## src/rtl/top_double_case2_seq_if.sv

```systemverilog
// Job control, configuration port and the two AXI-style output streams of top_double_case2_seq.
interface top_double_case2_seq_if #(
   parameter int J = 14
);
   logic            start;
   logic            busy;
   logic            done;
   logic            cfg_we;
   logic            cfg_sel;
   logic [7:0]      cfg_addr;
   logic [63:0]     cfg_wdata;
   logic            cfg_err;
   logic [J-1:0]    H_row;
   logic            H_row_tvalid;
   logic            H_row_tready;
   logic            H_row_tlast;
   logic [J*64-1:0] alpha_u_col;
   logic            alpha_u_col_tvalid;
   logic            alpha_u_col_tready;
   logic            alpha_u_col_tlast;

   modport master (
      output start, cfg_we, cfg_sel, cfg_addr, cfg_wdata, H_row_tready, alpha_u_col_tready,
      input  busy, done, cfg_err, H_row, H_row_tvalid, H_row_tlast,
             alpha_u_col, alpha_u_col_tvalid, alpha_u_col_tlast
   );

   modport slave (
      input  start, cfg_we, cfg_sel, cfg_addr, cfg_wdata, H_row_tready, alpha_u_col_tready,
      output busy, done, cfg_err, H_row, H_row_tvalid, H_row_tlast,
             alpha_u_col, alpha_u_col_tvalid, alpha_u_col_tlast
   );
endinterface

```

## src/rtl/top_double_case2_seq.sv

```systemverilog
// Sequencer for the top_double_case2 datapath: holds the H-row and alpha tables and,
// per start, streams all H rows followed by all alpha columns.
module top_double_case2_seq #(
   parameter int J    = 14,
   parameter int NROW = 7,
   parameter int I    = 2
) (
   input  logic                  clk,
   input  logic                  rst_n,
   top_double_case2_seq_if.slave bus
);
   // state  | meaning
   // IDLE   | waiting for start; config writes accepted
   // H_SEND | streaming H rows 0..NROW-1
   // A_SEND | streaming alpha columns 0..I-1
   // DONE   | single completion cycle, done=1
   localparam logic [1:0] S_IDLE   = 2'd0;
   localparam logic [1:0] S_H_SEND = 2'd1;
   localparam logic [1:0] S_A_SEND = 2'd2;
   localparam logic [1:0] S_DONE   = 2'd3;

   localparam int HW = (NROW > 1) ? $clog2(NROW) : 1;
   localparam int CW = (I > 1) ? $clog2(I) : 1;
   localparam int EW = (J > 1) ? $clog2(J) : 1;

   logic [1:0]      r_state;
   logic [HW-1:0]   r_row;
   logic [CW-1:0]   r_col;
   logic            r_cfg_err;
   logic [J-1:0]    r_h     [NROW];
   logic [63:0]     r_alpha [I][J];

   logic            w_busy;
   logic            w_h_valid;
   logic            w_a_valid;
   logic            w_h_last;
   logic            w_a_last;
   logic            w_h_wr;
   logic            w_a_wr;
   logic [HW-1:0]   w_h_idx;
   logic [CW-1:0]   w_a_col;
   logic [EW-1:0]   w_a_elem;
   logic [J*64-1:0] w_col;

   assign w_busy    = (r_state != S_IDLE);
   assign w_h_valid = (r_state == S_H_SEND);
   assign w_a_valid = (r_state == S_A_SEND);
   assign w_h_last  = (r_row == HW'(NROW - 1));
   assign w_a_last  = (r_col == CW'(I - 1));

   // Writes are only legal while idle so a running job always streams a consistent table.
   assign w_h_wr   = bus.cfg_we && !w_busy && !bus.cfg_sel && (int'(bus.cfg_addr) < NROW);
   assign w_a_wr   = bus.cfg_we && !w_busy &&  bus.cfg_sel && (int'(bus.cfg_addr) < I * J);
   assign w_h_idx  = bus.cfg_addr[HW-1:0];
   assign w_a_col  = CW'(int'(bus.cfg_addr) / J);
   assign w_a_elem = EW'(int'(bus.cfg_addr) % J);

   always_comb begin
      w_col = '0;
      for (int e = 0; e < J; e++) begin
         w_col[e*64 +: 64] = r_alpha[r_col][e];
      end
   end

   always_ff @(posedge clk or negedge rst_n) begin
      if (!rst_n) begin
         r_cfg_err <= 1'b0;
         for (int r = 0; r < NROW; r++) begin
            r_h[r] <= '0;
         end
         for (int c = 0; c < I; c++) begin
            for (int e = 0; e < J; e++) begin
               r_alpha[c][e] <= '0;
            end
         end
      end else begin
         r_cfg_err <= bus.cfg_we && !(w_h_wr || w_a_wr);
         if (w_h_wr) begin
            r_h[w_h_idx] <= bus.cfg_wdata[J-1:0];
         end
         if (w_a_wr) begin
            r_alpha[w_a_col][w_a_elem] <= bus.cfg_wdata;
         end
      end
   end

   always_ff @(posedge clk or negedge rst_n) begin
      if (!rst_n) begin
         r_state <= S_IDLE;
         r_row   <= '0;
         r_col   <= '0;
      end else begin
         case (r_state)
            S_IDLE: begin
               if (bus.start) begin
                  r_state <= S_H_SEND;
                  r_row   <= '0;
                  r_col   <= '0;
               end
            end
            S_H_SEND: begin
               if (bus.H_row_tready) begin
                  if (w_h_last) begin
                     r_state <= S_A_SEND;
                     r_col   <= '0;
                  end else begin
                     r_row <= r_row + HW'(1);
                  end
               end
            end
            S_A_SEND: begin
               if (bus.alpha_u_col_tready) begin
                  if (w_a_last) begin
                     r_state <= S_DONE;
                  end else begin
                     r_col <= r_col + CW'(1);
                  end
               end
            end
            S_DONE:  r_state <= S_IDLE;
            default: r_state <= S_IDLE;
         endcase
      end
   end

   // Data and tlast are gated by valid so idle outputs read as zero.
   assign bus.busy               = w_busy;
   assign bus.done               = (r_state == S_DONE);
   assign bus.cfg_err            = r_cfg_err;
   assign bus.H_row_tvalid       = w_h_valid;
   assign bus.H_row              = w_h_valid ? r_h[r_row] : '0;
   assign bus.H_row_tlast        = w_h_valid && w_h_last;
   assign bus.alpha_u_col_tvalid = w_a_valid;
   assign bus.alpha_u_col        = w_a_valid ? w_col : '0;
   assign bus.alpha_u_col_tlast  = w_a_valid && w_a_last;
endmodule

```

## src/flat_wrapper.sv

```systemverilog
// flat-port wrapper written by rule: the top's interface ports become plain ports
module top_double_case2_seq_flat 
#(
   parameter int J    = 14,
   parameter int NROW = 7,
   parameter int I    = 2
)
  (clk, rst_n, bus_start, bus_cfg_we, bus_cfg_sel, bus_cfg_addr, bus_cfg_wdata, bus_H_row_tready, bus_alpha_u_col_tready, bus_busy, bus_done, bus_cfg_err, bus_H_row, bus_H_row_tvalid, bus_H_row_tlast, bus_alpha_u_col, bus_alpha_u_col_tvalid, bus_alpha_u_col_tlast);
  top_double_case2_seq_if #(.J(J)) bus_i ();
  input  logic clk;
  input  logic rst_n;
  input wire logic [$bits(bus_i.start)-1:0] bus_start;
  input wire logic [$bits(bus_i.cfg_we)-1:0] bus_cfg_we;
  input wire logic [$bits(bus_i.cfg_sel)-1:0] bus_cfg_sel;
  input wire logic [$bits(bus_i.cfg_addr)-1:0] bus_cfg_addr;
  input wire logic [$bits(bus_i.cfg_wdata)-1:0] bus_cfg_wdata;
  input wire logic [$bits(bus_i.H_row_tready)-1:0] bus_H_row_tready;
  input wire logic [$bits(bus_i.alpha_u_col_tready)-1:0] bus_alpha_u_col_tready;
  output wire logic [$bits(bus_i.busy)-1:0] bus_busy;
  output wire logic [$bits(bus_i.done)-1:0] bus_done;
  output wire logic [$bits(bus_i.cfg_err)-1:0] bus_cfg_err;
  output wire logic [$bits(bus_i.H_row)-1:0] bus_H_row;
  output wire logic [$bits(bus_i.H_row_tvalid)-1:0] bus_H_row_tvalid;
  output wire logic [$bits(bus_i.H_row_tlast)-1:0] bus_H_row_tlast;
  output wire logic [$bits(bus_i.alpha_u_col)-1:0] bus_alpha_u_col;
  output wire logic [$bits(bus_i.alpha_u_col_tvalid)-1:0] bus_alpha_u_col_tvalid;
  output wire logic [$bits(bus_i.alpha_u_col_tlast)-1:0] bus_alpha_u_col_tlast;
  assign bus_i.start = bus_start;
  assign bus_i.cfg_we = bus_cfg_we;
  assign bus_i.cfg_sel = bus_cfg_sel;
  assign bus_i.cfg_addr = bus_cfg_addr;
  assign bus_i.cfg_wdata = bus_cfg_wdata;
  assign bus_i.H_row_tready = bus_H_row_tready;
  assign bus_i.alpha_u_col_tready = bus_alpha_u_col_tready;
  assign bus_busy = bus_i.busy;
  assign bus_done = bus_i.done;
  assign bus_cfg_err = bus_i.cfg_err;
  assign bus_H_row = bus_i.H_row;
  assign bus_H_row_tvalid = bus_i.H_row_tvalid;
  assign bus_H_row_tlast = bus_i.H_row_tlast;
  assign bus_alpha_u_col = bus_i.alpha_u_col;
  assign bus_alpha_u_col_tvalid = bus_i.alpha_u_col_tvalid;
  assign bus_alpha_u_col_tlast = bus_i.alpha_u_col_tlast;
  top_double_case2_seq #(.J(J), .NROW(NROW), .I(I)) u_core (.clk(clk), .rst_n(rst_n), .bus(bus_i));
endmodule
```

## config.mk

```make
export PLATFORM = sky130hd
export DESIGN_NAME = top_double_case2_seq_flat
export DESIGN_NICKNAME = d
export VERILOG_FILES = /design/src/rtl/top_double_case2_seq_if.sv /design/src/rtl/top_double_case2_seq.sv /design/src/flat_wrapper.sv
export SDC_FILE = /design/constraint.sdc
export NUM_CORES = 2
export LEC_CHECK = 0
export CAP_MARGIN = 0
export CORE_AREA = 2 2 390 392
export CTS_CLUSTER_SIZE = 8
export DETAILED_ROUTE_END_ITERATION = 16
export DIE_AREA = 0 0 392 394
export PLACE_DENSITY = 0.8
export SETUP_SLACK_MARGIN = 0.1
export SLEW_MARGIN = 20
export SYNTH_ARGS = -nofsm -noshare
export SYNTH_HDL_FRONTEND = slang
export SYNTH_SLANG_ARGS = --single-unit
```

## constraint.sdc

```tcl
create_clock -name clk -period 6.5 [get_ports clk]
set_clock_uncertainty 0.15 [all_clocks]
set_input_delay 1.3 -clock clk [delete_from_list [all_inputs] [get_ports clk]]
set_output_delay 1.3 -clock clk [all_outputs]
set_load 0.01 [all_outputs]
```

=== After elaboration in Yosys (flattened, before gate mapping) ===
Cells that the tools add are included.

* $add $sub $neg: 2
* Divide/modulo/power cells: 2
* $lt $le $gt $ge: 10
* Equal/unequal tests: 10
* Mux-type cells: 32
* Bitwise gates (word level): 5
* Reductions and logical operators: 22

{| class="wikitable"
|+ Operator list
! cell !! number
|-
| two-way mux 896 bit || 5
|-
| bitwise mux 1792 bit || 1
|-
| demux 896 bit (select 1 bit) || 1
|-
| demux 64 bit (select 4 bit) || 1
|-
| bitwise mux 98 bit || 1
|-
| two-way mux 64 bit || 1
|-
| two-way mux 14 bit || 4
|-
| binary-select mux 14 bit (select 3 bit) || 1
|-
| demux 14 bit (select 3 bit) || 1
|-
| divider 9 x 5 -> 32 bit, second input constant || 1
|-
| modulo 9 x 5 -> 32 bit, second input constant || 1
|-
| logical AND 1 bit || 11
|-
| two-way mux 2 bit || 5
|-
| != test 2 bit, second input constant || 5
|-
| AND reduction 5 bit || 2
|-
| two-way mux 3 bit || 3
|-
| >= comparator 4 bit, second input constant || 2
|-
| less-than comparator 8 x 3 -> 1 bit, second input constant || 1
|-
| less-than comparator 8 x 5 -> 1 bit, second input constant || 1
|-
| NOT 3 -> 4 bit || 2
|-
| case mux 2 bit (4 select lines) || 1
|-
| case mux 3 bit (2 select lines) || 1
|-
| >= comparator 5 bit, second input constant || 1
|-
| less-than comparator 5 x 1 -> 1 bit, second input constant || 1
|-
| 19 further kinds || 29
|}

* Register bits after elaboration: 1897
* Input bits: 79
* Output and inout bits: 917
* Word-level logic and storage cells: 122

=== Logic depth before layout (Yosys ltp) ===
* Word-level depth: 9
* Depth in mapped cells: 19
* Depth with buffers taken out: 14

=== Worst setup path before layout ===
OpenSTA, ideal clock, no wires.

* Path kind: input port to flip-flop
* Start: input bus_cfg_addr[6]
* End: register u_core.r_alpha[387] (netlist name)
* Library setup time: 125 ps
* Arrival: 5124 ps
* Required time: 6225 ps
* Slack: 1101 ps
* Stages: 17
* Path buffers: 4
* Cells stage by stage: buf_2 nand2_1 inv_1 ha_1 nor2b_1 nor3b_1 nor3_2 and2_1 a221oi_1 buf_2 inv_2 ha_1 nor4_4 o2111a_1 buf_2 buf_4 mux2_2

* Cells in the longest elaborated chain, start to end: 9
* Elaborated cells on any way between the ends: 17
* Those cells by class: 2 x div; 5 x order compare; 5 x mux; 2 x bitwise; 3 x reduce/logical

{| class="wikitable"
|+ RTL lines
! what !! RTL line !! RTL
|-
| from (decl) || flat_wrapper.sv:15 || <nowiki>input wire logic [$bits(bus_i.cfg_addr)-1:0] bus_cfg_addr;</nowiki>
|-
| modulo 9 x 5 -> 32 bit || top_double_case2_seq.sv:56 || <nowiki>assign w_a_elem = EW'(int'(bus.cfg_addr) % J);</nowiki>
|-
| NOT 4 -> 5 bit (implied by the code) || top_double_case2_seq.sv:82 || <nowiki>r_alpha[w_a_col][w_a_elem] <= bus.cfg_wdata;</nowiki>
|-
| >= comparator 5 bit (implied by the code) or less-than comparator 5 x 1 -> 1 bit (tied branches) || top_double_case2_seq.sv:82 ||
|-
| logical AND 1 bit (implied by the code) || top_double_case2_seq.sv:82 ||
|-
| two-way mux 64 bit (implied by the code) || top_double_case2_seq.sv:82 ||
|-
| demux 64 bit (select 4 bit) || top_double_case2_seq.sv:82 ||
|-
| two-way mux 896 bit (implied by the code) || top_double_case2_seq.sv:82 ||
|-
| demux 896 bit (select 1 bit) || top_double_case2_seq.sv:82 ||
|-
| bitwise mux 1792 bit || top_double_case2_seq.sv:82 ||
|-
| to (signal, indexed assignment) || top_double_case2_seq.sv:82 ||
|-
| to (decl) || top_double_case2_seq.sv:31 || <nowiki>logic [63:0] r_alpha [I][J];</nowiki>
|}

Several ways; a longest one is shown, not always the timed one.
A chain may end at the register's enable or synchronous reset.

=== Worst setup path in the final report ===
* Start: register u_core.r_col
* End: output bus_alpha_u_col[663]

* Cells in the longest elaborated chain, start to end: 5

{| class="wikitable"
|+ RTL lines
! what !! RTL line !! RTL
|-
| from (decl) || top_double_case2_seq.sv:28 || <nowiki>logic [CW-1:0] r_col;</nowiki>
|-
| from (signal assigned) || top_double_case2_seq.sv:116 || <nowiki>r_col <= r_col + CW'(1);</nowiki>
|-
| NOT 1 -> 2 bit (implied by the code) || top_double_case2_seq.sv:61 || <nowiki>w_col[e*64 +: 64] = r_alpha[r_col][e];</nowiki>
|-
| two-way mux 896 bit (3 in series) || n/a ||
|-
| two-way mux 896 bit || top_double_case2_seq.sv:134 || <nowiki>assign bus.alpha_u_col = w_a_valid ? w_col : '0;</nowiki>
|-
| to (decl) || flat_wrapper.sv:25 || <nowiki>output wire logic [$bits(bus_i.alpha_u_col)-1:0] bus_alpha_u_col;</nowiki>
|}

Every way passes these cells. The select of a mux whose other input is x is not followed.

==> run metrics <==
power share of the combinational group=0.161; H-Tree Depth=5; max_slew headroom=0.2323; hold_buf cts=0; max-cap viol count=0; Max Clk Rate=0.1877 GHz; CP cell instances=buf_4 -> mux2i_1 -> nor2_1 -> clkdlybuf4s50_1; antenna-violating nets left=0; DP HPWL=160300 um; Iteration-0 DRC Markers=4285; drt via density=6.046; RSZ-0062 raised after global routing=false; Die Wd=392 um; number of global-route vias before repair=58963; Worst R2R Setup Slack=2.72 ns; Critical Path Max Stage Delay=1.08 ns; min Tclk post-route=5.327 ns; top post-synthesis cells by area=dfrtp_1, mux2_2, mux2i_1; Root Driver=clkbuf_16; sequential cell area fraction in the yosys report=0.5540; synth unique cells=63; GP Congestion=0.8338; die area=154400 um2; total congestion overflow=0; Ports=996; Fin. Hold Viols=0; DRC Markers=0; Reg power frac=0.413; Num CTS Buffers=287; synthesis warning total=0; first-pass GRT wire length=380500 um; Longest Clk Path Bufs=4; CP Data Arrival Time=3.88 ns; share of the synthesized area in the top cell type=0.5540; layout cell share with drive strength beyond 1=0.3073; crit-path max FO=44; number of flops mapped to enable cells by yosys=0; Reg clk slew, reported paths=0.05 ns; critical path class=register to output pin; cells resized by post-CTS repair=0; synthesized area=85680 um2; Seq cells post-synth=1897; CP Data Required Time=5.05 ns; Switch Pwr=8.163 mW; setup violators final=0; Max IR drop VDD=0.6202 mV; Worst-Margin Slew=1.148 ns; Setup TNS=0 ns; startpoint types=register; leakage power=50.49 nW; Pint=21.80 mW; DRT Wirelength=256100 um; outcome=finished, final reports clean; pin count of the biggest net entering global routing=190; Core Region=150700 um2; Tcrit/Tclk final=0.8195; prevailing post-synth register cell=dfrtp_1; Final Total Pwr=29.97 mW; final net count=7375; Power Dens Cells=284.4 nW/um2; endpoint type of the worst setup path=output pin; synthesis-to-layout area growth=22.98%; WHS=0.2853 ns; Vias=56431; Pins Over Slew Limit=0; Clock Latency Late Sink=0.88 ns; # rows=143; TritonRoute pass-1 iters=5; Hold Crit Class=input port to async pin; Sw Share=0.2724; Initial Util=0.5688; ys async rst share=1.000; Post CTS Setup Buffer Count=0; gr usage total=0.3294; Placed Area=97960 um2; CTS tree=done; Slowest-stage cell, CP=dfrtp_4; Clk pwr share=0.426; syn_nets=6507; routed len/inst=27.44 um; DIE HEIGHT=394 um; # port buffers=995; Sink Count=1897; Post-Syn Area per Cell=13.35 um2; fin area=105400 um2; Post-Synthesis Cells=6419; initial antenna violation count=9; Synth area leader=dfrtp_1
[metrics by stage]
step,worst slack (ns),util,instances
after CTS,1.156,0.6997,9331
after floorplan,1.101,-,6419
after global routing,0.9469,0.6994,9332
after detailed placement,0.4357,0.6502,9027
after global placement,0.5844,0.6502,9027
final,1.173,0.6995,9333
[synth_stat cells, types with 4 or more instances]
library cell  number
dfrtp_1         1897
mux2_2          1682
mux2i_1          911
nor2_1           906
clkbuf_1         302
mux2_1           208
buf_2            148
buf_1            121
nand2_1           32
buf_4             18
o211a_1           15
o211ai_1          15
mux4_2            14
inv_1             13
nand4_2           10
o21ai_0           10
ha_1               9
nand3_1            9
a21oi_1            7
buf_6              6
nor3_2             6
a21oi_2            4
and2_1             4
and3_1             4
nand4_1            4
nor2b_1            4
o311ai_1           4
[per-layer routing]
metal / vias up / GRT usage / wire length (um)
li1: 23887 / - / -
met1: 29808 / 0.4310 / 102800
met2: 2143 / 0.5109 / 119800
met3: 585 / 0.06538 / 17050
met4: 8 / 0.1948 / 16400
met5: - / 0 / 51
[flip-flops by register name, indices dropped and copies added (netlist names)]
signal / flops
u_core.r_col: 1
u_core.r_alpha: 1792
u_core.r_h: 98
u_core.r_state: 2
u_core.r_row: 3
u_core.bus.cfg_err: 1
[final timing paths]
| kind | startpoint | to | depth (start not counted) |
|---|---|---|---|
| worst max-delay path | u_core.r_col | bus_alpha_u_col[663] | 4 |
| worst min-delay path | rst_n | u_core.r_alpha[675] | 1 |
| worst max register to register | u_core.r_state[0] | u_core.r_alpha[810] | 10 |
| worst min register to register | u_core.r_alpha[5] | u_core.r_alpha[5] | 1 |
| max in group asynchronous | rst_n | u_core.r_alpha[125] | 3 |
| min in group clk | u_core.r_alpha[5] | u_core.r_alpha[5] | 1 |
[cells by family after synthesis]
group | Yosys count | synth area share
buf+inv | 610 | 0.03020
fa+ha+maj | 9 | 0.001314
xor+xnor | 1 | 0.0001022
simple gates | 998 | 0.04699
compound gates | 88 | 0.008630
flops | 1897 | 0.5540
mux | 2816 | 0.3588
[worst max-delay path, delay by kind of cell, from the launching register on]
kind	cells	cell delay [ns]
buf+inv	2	1.37
mux	1	0.16
simple gates	1	0.29
flops	1	1.08
[cells in the final DEF, fill, tap and decap left out, types with 8 or more instances in the layout]
cell,Yosys,final
buf_12,0,60
nor2_1,906,904
mux2_1,208,208
o211a_1,15,15
ha_1,9,9
o21ai_0,10,10
buf_2,148,23
nand3_1,9,8
mux2_2,1682,1682
nand4_4,0,10
mux2i_1,911,911
buf_4,18,116
inv_1,13,13
clkbuf_16,0,293
clkdlybuf4s50_1,0,971
o211ai_1,15,15
dfrtp_1,1897,1896
nand2_1,32,32
mux4_2,14,14
[power by group through the flow]
stage	Sequential, mW	Clock [mW]	Combinational [mW]
final	12.4	12.8	4.82
after global routing	12.4	13.5	5.09
after CTS	12.4	12.9	4.81
after detailed placement	12.5	0	4.79
after global placement	12.5	0	4.75
after floorplan	12.4	0	3.40
[layout make-up]
type | count | area [um2]
diodes | 1 | 2.502
repair buffers | 1174 | 11980
well taps | 2030 | 2540
multi-input cells | 3912 | 35850
inverters | 15 | 63.81
clock buffers | 296 | 7353
flip-flops and latches | 1897 | 47470
fillers | 10255 | 45280
clock inverters | 8 | 106.4
(Power assumes the default switching activity.)
